===== src/rtl/uart_alu_sequencer.sv =====
// -----------------------------------------------------------------------------
// uart_alu_sequencer
//
// Frame-level controller between a UART receiver/transmitter pair and an ALU.
// It collects three received bytes in order (operand A, operand B, opcode),
// presents them to the ALU, captures the combinational result, and hands that
// result to the transmitter as one byte. An inter-byte watchdog, advanced by
// the baud oversampling tick, discards frames that stall mid-way.
//
// Parameters:
//   NB_DATA        width of operands, result and UART bytes
//   NB_OP          opcode width (low NB_OP bits of the opcode byte)
//   TIMEOUT_TICKS  oversampling ticks allowed between bytes of one frame
//
// Ports:
//   i_clock       system clock
//   i_reset       asynchronous, active-low reset
//   i_tick        one-cycle baud oversampling tick
//   i_rx_done     one-cycle pulse, i_rx_data holds a new byte
//   i_rx_data     received byte
//   i_tx_done     one-cycle pulse, transmitter finished a byte
//   i_alu_result  combinational ALU result
//   o_alu_a       registered operand A
//   o_alu_b       registered operand B
//   o_alu_op      registered opcode
//   o_tx_start    one-cycle transmit request
//   o_tx_data     byte to transmit, held until the next frame's result
//   o_busy        high in every state except IDLE
//   o_error       one-cycle pulse on invalid opcode, timeout or overrun
// -----------------------------------------------------------------------------
module uart_alu_sequencer #(
  parameter int NB_DATA       = 8,
  parameter int NB_OP         = 6,
  parameter int TIMEOUT_TICKS = 640
) (
  input  logic               i_clock,
  input  logic               i_reset,
  input  logic               i_tick,
  input  logic               i_rx_done,
  input  logic [NB_DATA-1:0] i_rx_data,
  input  logic               i_tx_done,
  input  logic [NB_DATA-1:0] i_alu_result,
  output logic [NB_DATA-1:0] o_alu_a,
  output logic [NB_DATA-1:0] o_alu_b,
  output logic [NB_OP-1:0]   o_alu_op,
  output logic               o_tx_start,
  output logic [NB_DATA-1:0] o_tx_data,
  output logic               o_busy,
  output logic               o_error
);

  localparam int                NB_CNT  = $clog2(TIMEOUT_TICKS + 1);
  localparam logic [NB_CNT-1:0] CNT_MAX = NB_CNT'(TIMEOUT_TICKS);

  // Supported ALU opcodes
  localparam logic [NB_OP-1:0] OP_ADD = NB_OP'(6'b100000);
  localparam logic [NB_OP-1:0] OP_SUB = NB_OP'(6'b100010);
  localparam logic [NB_OP-1:0] OP_AND = NB_OP'(6'b100100);
  localparam logic [NB_OP-1:0] OP_OR  = NB_OP'(6'b100101);
  localparam logic [NB_OP-1:0] OP_XOR = NB_OP'(6'b100110);
  localparam logic [NB_OP-1:0] OP_NOR = NB_OP'(6'b100111);
  localparam logic [NB_OP-1:0] OP_SRA = NB_OP'(6'b000011);
  localparam logic [NB_OP-1:0] OP_SRL = NB_OP'(6'b000010);

  typedef enum logic [2:0] {
    ST_IDLE    = 3'd0,
    ST_WAIT_B  = 3'd1,
    ST_WAIT_OP = 3'd2,
    ST_EXEC    = 3'd3,
    ST_SEND    = 3'd4,
    ST_WAIT_TX = 3'd5
  } state_t;

  state_t             r_state;
  logic [NB_DATA-1:0] r_alu_a;
  logic [NB_DATA-1:0] r_alu_b;
  logic [NB_OP-1:0]   r_alu_op;
  logic [NB_DATA-1:0] r_tx_data;
  logic               r_tx_start;
  logic               r_error;
  logic               r_busy;
  logic [NB_CNT-1:0]  r_wd_cnt;

  logic [NB_OP-1:0]   w_op;
  logic               w_op_valid;
  logic               w_timeout;

  // Upper bits of the opcode byte are don't-care
  assign w_op = i_rx_data[NB_OP-1:0];

  always_comb begin
    case (w_op)
      OP_ADD, OP_SUB, OP_AND, OP_OR,
      OP_XOR, OP_NOR, OP_SRA, OP_SRL: w_op_valid = 1'b1;
      default:                        w_op_valid = 1'b0;
    endcase
  end

  // Only consulted in WAIT_B / WAIT_OP, where the watchdog is armed
  assign w_timeout = (r_wd_cnt == CNT_MAX);

  always_ff @(posedge i_clock or negedge i_reset) begin
    if (!i_reset) begin
      r_state    <= ST_IDLE;
      r_alu_a    <= '0;
      r_alu_b    <= '0;
      r_alu_op   <= '0;
      r_tx_data  <= '0;
      r_tx_start <= 1'b0;
      r_error    <= 1'b0;
      r_busy     <= 1'b0;
      r_wd_cnt   <= '0;
    end else begin
      // Pulse outputs default low; each event raises them for one cycle
      r_tx_start <= 1'b0;
      r_error    <= 1'b0;

      case (r_state)
        ST_IDLE: begin
          r_wd_cnt <= '0;
          if (i_rx_done) begin
            r_alu_a <= i_rx_data;
            r_busy  <= 1'b1;
            r_state <= ST_WAIT_B;
          end
        end

        ST_WAIT_B: begin
          // A byte arriving in the timeout cycle wins over the timeout
          if (i_rx_done) begin
            r_alu_b  <= i_rx_data;
            r_wd_cnt <= '0;
            r_state  <= ST_WAIT_OP;
          end else if (w_timeout) begin
            r_error  <= 1'b1;
            r_wd_cnt <= '0;
            r_busy   <= 1'b0;
            r_state  <= ST_IDLE;
          end else if (i_tick) begin
            // Saturation is implicit: at CNT_MAX the timeout branch is taken
            r_wd_cnt <= r_wd_cnt + NB_CNT'(1);
          end
        end

        ST_WAIT_OP: begin
          if (i_rx_done) begin
            r_wd_cnt <= '0;
            if (w_op_valid) begin
              r_alu_op <= w_op;
              r_state  <= ST_EXEC;
            end else begin
              // Bad opcode: abandon the frame, keep the previous opcode
              r_error <= 1'b1;
              r_busy  <= 1'b0;
              r_state <= ST_IDLE;
            end
          end else if (w_timeout) begin
            r_error  <= 1'b1;
            r_wd_cnt <= '0;
            r_busy   <= 1'b0;
            r_state  <= ST_IDLE;
          end else if (i_tick) begin
            r_wd_cnt <= r_wd_cnt + NB_CNT'(1);
          end
        end

        ST_EXEC: begin
          // ALU inputs have been stable for a full cycle here
          r_tx_data  <= i_alu_result;
          r_tx_start <= 1'b1;
          r_state    <= ST_SEND;
          if (i_rx_done) begin
            r_error <= 1'b1;
          end
        end

        ST_SEND: begin
          // o_tx_start is high during this state
          r_state <= ST_WAIT_TX;
          if (i_rx_done) begin
            r_error <= 1'b1;
          end
        end

        ST_WAIT_TX: begin
          if (i_rx_done) begin
            r_error <= 1'b1;
          end
          if (i_tx_done) begin
            r_busy  <= 1'b0;
            r_state <= ST_IDLE;
          end
        end

        default: begin
          r_busy  <= 1'b0;
          r_state <= ST_IDLE;
        end
      endcase
    end
  end

  assign o_alu_a    = r_alu_a;
  assign o_alu_b    = r_alu_b;
  assign o_alu_op   = r_alu_op;
  assign o_tx_start = r_tx_start;
  assign o_tx_data  = r_tx_data;
  assign o_busy     = r_busy;
  assign o_error    = r_error;

endmodule


===== config.mk =====
export PLATFORM = sky130hd
export DESIGN_NAME = uart_alu_sequencer
export DESIGN_NICKNAME = d
export VERILOG_FILES = /design/src/rtl/uart_alu_sequencer.sv
export SDC_FILE = /design/constraint.sdc
export NUM_CORES = 1
export LEC_CHECK = 0
export BUFFER_PORTS_ARGS = -buffer_cell sky130_fd_sc_hd__buf_2
export CORE_AREA = 5 5 76 78
export CTS_BUF_LIST = sky130_fd_sc_hd__clkbuf_4 sky130_fd_sc_hd__clkbuf_8
export CTS_CLUSTER_DIAMETER = 120
export CTS_CLUSTER_SIZE = 8
export DETAILED_ROUTE_END_ITERATION = 7
export DIE_AREA = 0 0 81 83
export GPL_TIMING_DRIVEN = 0
export HOLD_SLACK_MARGIN = 0.08
export PLACE_DENSITY_LB_ADDON = 0.25
export SYNTH_ARGS = -nofsm -noshare
export SYNTH_HDL_FRONTEND = slang
export SYNTH_SLANG_ARGS = --single-unit

===== constraint.sdc =====
create_clock -name i_clock -period 3.9 [get_ports i_clock]
set_input_delay 0.39 -clock i_clock [delete_from_list [all_inputs] [get_ports i_clock]]
set_output_delay 0.39 -clock i_clock [all_outputs]
set_load 0.005 [all_outputs]

After elaboration in Yosys (flattened, before gate mapping)
Cells that the tools add are included.
{"block": "op_classes", "n_bitwise": 1, "n_reduce_logical": 12, "n_mux": 26, "eq_ne": 19, "add_sub_neg": 1}
{"cell": "6-bit == test, second input constant", "n": 6}
{"cell": "10-bit 2-to-1 mux", "n": 3}
{"cell": "10-bit one-hot mux with 2 select lines", "n": 1}
{"cell": "3-bit one-hot mux with 6 select lines", "n": 1}
{"cell": "3-bit 2-to-1 mux", "n": 5}
{"cell": "1-bit 2-to-1 mux", "n": 13}
{"cell": "6-bit by 2-bit == test with 1-bit output, second input constant", "n": 2}
{"cell": "10-bit by 1-bit adder with 10-bit output, second input constant", "n": 1}
{"cell": "10-bit == test, second input constant", "n": 1}
{"cell": "2-bit AND reduction", "n": 4}
{"cell": "8-bit OR reduction", "n": 1}
{"cell": "3-bit by 2-bit == test with 1-bit output, second input constant", "n": 2}
{"cell": "3-bit == test, second input constant", "n": 2}
{"cell": "2-bit != test, second input constant", "n": 3}
{"cell": "1-bit one-hot mux with 5 select lines", "n": 1}
{"cell": "5-bit AND reduction", "n": 1}
{"cell": "4-bit by 1-bit != test with 1-bit output, second input constant", "n": 1}
{"cell": "2-bit OR reduction", "n": 2}
{"cell": "3-bit by 1-bit == test with 1-bit output, second input constant", "n": 1}
{"cell": "3-bit zero test", "n": 1}
{"cell": "3-bit != test, second input constant", "n": 1}
{"cell": "1-bit one-hot mux with 3 select lines", "n": 1}
{"cell": "3-bit AND reduction", "n": 1}
{"cell": "3-bit OR reduction", "n": 1}
{"cell": "3 further kinds", "n": 3}
{"block": "word_totals", "output_inout_bits": 33, "input_bits": 21, "reg_bits": 46}

Longest topological paths before layout
{"block": "depth", "word_depth": 6, "mapped_depth": 6}

Worst setup path before layout
OpenSTA, ideal clock, no wires.
{"block": "synth_timing", "path_kind": "flip-flop to flip-flop", "from": "register r_state[1]", "to": "register r_alu_a[0] (netlist: o_alu_a[0])", "stages_incl_launch_ff": 5, "required_time_ps": 3775, "path_buffers": 2, "path_slack_ps": 2304, "arrival_time_ps": 1472, "synth_period_minus_slack_ps": 1596, "path_cell_list": "dfrtp_1 -> buf_2 -> clkbuf_1 -> nor3_2 -> mux2_2"}
{"block": "synth_via", "elab_chain_cells": 2}
{"item": "from (decl)", "line": "74", "source": "state_t r_state;"}
{"item": "from (signal assigned)", "line": "104", "source": "r_state <= ST_IDLE;"}
{"item": "from (signal assigned)", "line": "124", "source": "r_state <= ST_WAIT_B;"}
{"item": "from (signal assigned)", "line": "133", "source": "r_state <= ST_WAIT_OP;"}
{"item": "3-bit zero test", "line": "118", "source": "case (r_state)"}
{"item": "2-bit AND reduction (no line)"}
{"item": "to (signal assigned)", "line": "122", "source": "r_alu_a <= i_rx_data;"}
{"item": "to (decl)", "line": "75", "source": "logic [NB_DATA-1:0] r_alu_a;"}
Every way passes these cells.
A chain may end at the register's enable or synchronous reset.

Worst setup path in the final report
{"block": "layout_timing", "from": "register r_state[1]", "to": "register r_alu_a[4] (netlist: o_alu_a[4])"}
Same word-level chain as after synthesis.

==> run_results.csv <==
group,metric,value,unit
critical_path,worstPathRequired,4.09,ns
global_route,antenna_found_initial,0,
timing,finClkSkew,0.008765,ns
timing,rsz0062_at_grt,"false",
synthesis,synth_edf_count,0,
die,fp.dieH,83,um
layout,area_delta_synth_final,21.42,%
routing,via_per_inst,5.208,
outcome,outcome,"finished clean",
cts,clock_latency,0.30,ns
timing,post-route-min-period,1.819,ns
synthesis,yosysWarnings,0,
die,io_pins,54,
placement,place.gp.congestion,0.7893,
global_route,grt_pass1_vias,1639,
die,dieArea,6723,um^2
layout,n_antenna_cell,0,
critical_path,worstPathMaxFanout,10,
critical_path,cp.arrival,2.01,ns
routing,totalWireLength,4636,um
routing,dr.pass1.iters,5,
die,die_width,81,um
die,core-area,5010,um^2
global_route,grt_first_pass_wirelength,7935,um
power,power_per_cell_area,690.2,nW/um^2
placement,place_hpwl,3413,um
routing,drtIter0Drc,46,
synthesis,syn-cell-area,2156,um^2
timing,maxSlewViolCount,0,
synthesis,syn_inst,183,
synthesis,ys_seq_area_share,53.40,%
placement,numPortBuffers,52,
critical_path,crit_chain,"buf_2 -> clkbuf_1 -> nor3_2 -> mux2_2",
timing,fmax,0.5498,GHz
cts,clk_pin_slew,0.09,ns
layout,drive_gt1_share,40.74,%
job,drv_cap,0,
synthesis,ys_ff_latch,46,
critical_path,crit_slowest_cell,"nor3_2",
timing,setup_violations,0,
cts,clockBufferDepth,2,
cts,hold_buffers,0,
cts,cts_tree,"done",
global_route,grt-ovfl-total,0,
power,leakagePower,1.257,nW
cts,cts_sinks,46,
synthesis,synth_cell_types,41,
critical_path,critPathMaxStageDelay,0.56,ns
synthesis,async_reset_ff_share,100.0,%
routing,avgRoutedWirePerCell,14.81,um
global_route,grt_max_degree,47,
critical_path,path_class,"register to register",
worst_hold_path,hold_path.class,"primary input to async pin",
routing,postRouteAntennaNets,0,
routing,route.vias.total,1630,
cts,numCtsBuffers,5,
cts,htree_levels,2,
timing,fin_worst_hold_slack,0.2529,ns
timing,tightest_slew,1.035,ns
global_route,track_usage,14.60,%
timing,period_share,46.63,%
synthesis,synth_area_per_cell,11.78,um^2
power,ir_drop,0.0003530,V
critical_path,crit_path_start_kind,"register",
cts,root_buffer,"clkbuf_8",
layout,nets,265,
timing,fin_tns_setup,0,ns
timing,hold_viol_final,0,
timing,slew_headroom,30.98,%
routing,drc,0,
die,core.rowCount,26,
critical_path,endpoint_kind,"register",
synthesis,ys.flop_type,"dfrtp_1",
synthesis,mappedNetlistNets,206,
cts,post_cts_resized,0,
die,start_util,43.03,%
cts,post_cts_buffers,0,
critical path: cells and delay by family (launching register included):
kind          cells  cell delay [ns]
buf+inv           2             0.38
flops             1             0.36
mux               1             0.40
simple gates      1             0.56
Yosys cell counts (3+ instances only):
library cell / number / area [um^2]
a211o_1: 3 / 26.28
a21oi_1: 3 / 15.01
a22o_1: 5 / 43.79
buf_2: 5 / 25.02
dfrtp_1: 46 / 1151
inv_1: 6 / 22.52
mux2_2: 28 / 315.3
nand2_1: 18 / 67.56
nand2b_1: 3 / 18.77
nor2_1: 9 / 33.78
nor2b_1: 6 / 37.54
nor3_1: 5 / 25.02
nor3_2: 3 / 30.03
o21ai_0: 4 / 20.02
o31ai_1: 3 / 22.52
xor2_1: 3 / 26.28
registers in the layout, summed over array words and instances, names as in the netlist:
| register | cells |
|---|---|
| o_alu_op | 6 |
| r_state | 3 |
| o_alu_b | 8 |
| o_alu_a | 8 |
| o_error | 1 |
| o_busy | 1 |
| r_wd_cnt | 10 |
| o_tx_data | 8 |
| o_tx_start | 1 |
stage by stage:
step | area (um^2) | power [mW] | instances | worst slack (ns) | utilization, %
finish | 2618 | 1.807 | 313 | 2.081 | 52.25
global route | 2618 | 1.938 | 313 | 1.938 | 52.25
global placement | 2504 | 1.450 | 305 | 2.063 | 49.98
floorplan | 2156 | 1.185 | 183 | 2.304 | -
detailed placement | 2504 | 1.470 | 305 | 2.071 | 49.98
CTS | 2618 | 1.832 | 313 | 2.067 | 52.25
where the power goes:
part	internal, mW	leakage [nW]	switching [mW]
Sequential	0.656	0.580	0.0849
Clock	0.191	0.0504	0.167
Combinational	0.361	0.626	0.347
Total	1.21	1.26	0.599
worst paths after layout:
| path | slack, ns | cells after the start | startpoint | to |
|---|---|---|---|---|
| max in group asynchronous | 3.00 | 1 | i_reset | r_state[2]$_DFFE_PN0P_ |
| min reg2reg | 0.50 | 1 | o_alu_op[4]$_DFFE_PN0P_ | o_alu_op[4]$_DFFE_PN0P_ |
| min in group i_clock | 0.32 | 2 | i_alu_result[3] | o_tx_data[3]$_DFFE_PN0P_ |
| max | 2.08 | 4 | r_state[1]$_DFFE_PN0P_ | o_alu_a[4]$_DFFE_PN0P_ |
| min | 0.25 | 1 | i_reset | r_wd_cnt[8]$_DFFE_PN0P_ |
| max reg2reg | 2.08 | 4 | r_state[1]$_DFFE_PN0P_ | o_alu_a[4]$_DFFE_PN0P_ |
per-layer routing:
metal	vias to the layer above	part of all wire, %	global-route usage (%)
met5	-	0	0
met4	0	0.95	3.533
met3	5	5.0	4.113
met2	43	49	21.96
met1	798	45	20.69
li1	784	-	-
kinds of logic after synthesis:
kind of cell | synth area share, %
xor gates and xnor gates | 1.625
AOI/OAI and AO/OA | 10.62
and+or+nand+nor | 16.02
muxes | 14.63
adders and majority gates | 1.161
DFF | 53.40
buffers and inverters | 2.554
layout by cell type, fill, tap and decap left out, drive strengths merged, types with 4 or more instances in the layout:
master,n
o21ai,4
dfrtp,46
nand2,18
nor3,8
a22o,5
nor2b,6
clkbuf,7
mux2,28
inv,6
buf,57
nor2,9
layout make-up:
type | count | area, um^2
Fill cell | 481 | 2392
Sequential cell | 46 | 1151
Multi-Input combinational cell | 124 | 949.7
Timing Repair Buffer | 52 | 260.3
Tap cell | 70 | 87.58
Clock buffer | 5 | 68.82
Clock inverter | 3 | 45.04
Buffer | 7 | 32.53
Inverter | 6 | 22.52
No activity file was read; power rests on OpenSTA's default activity.
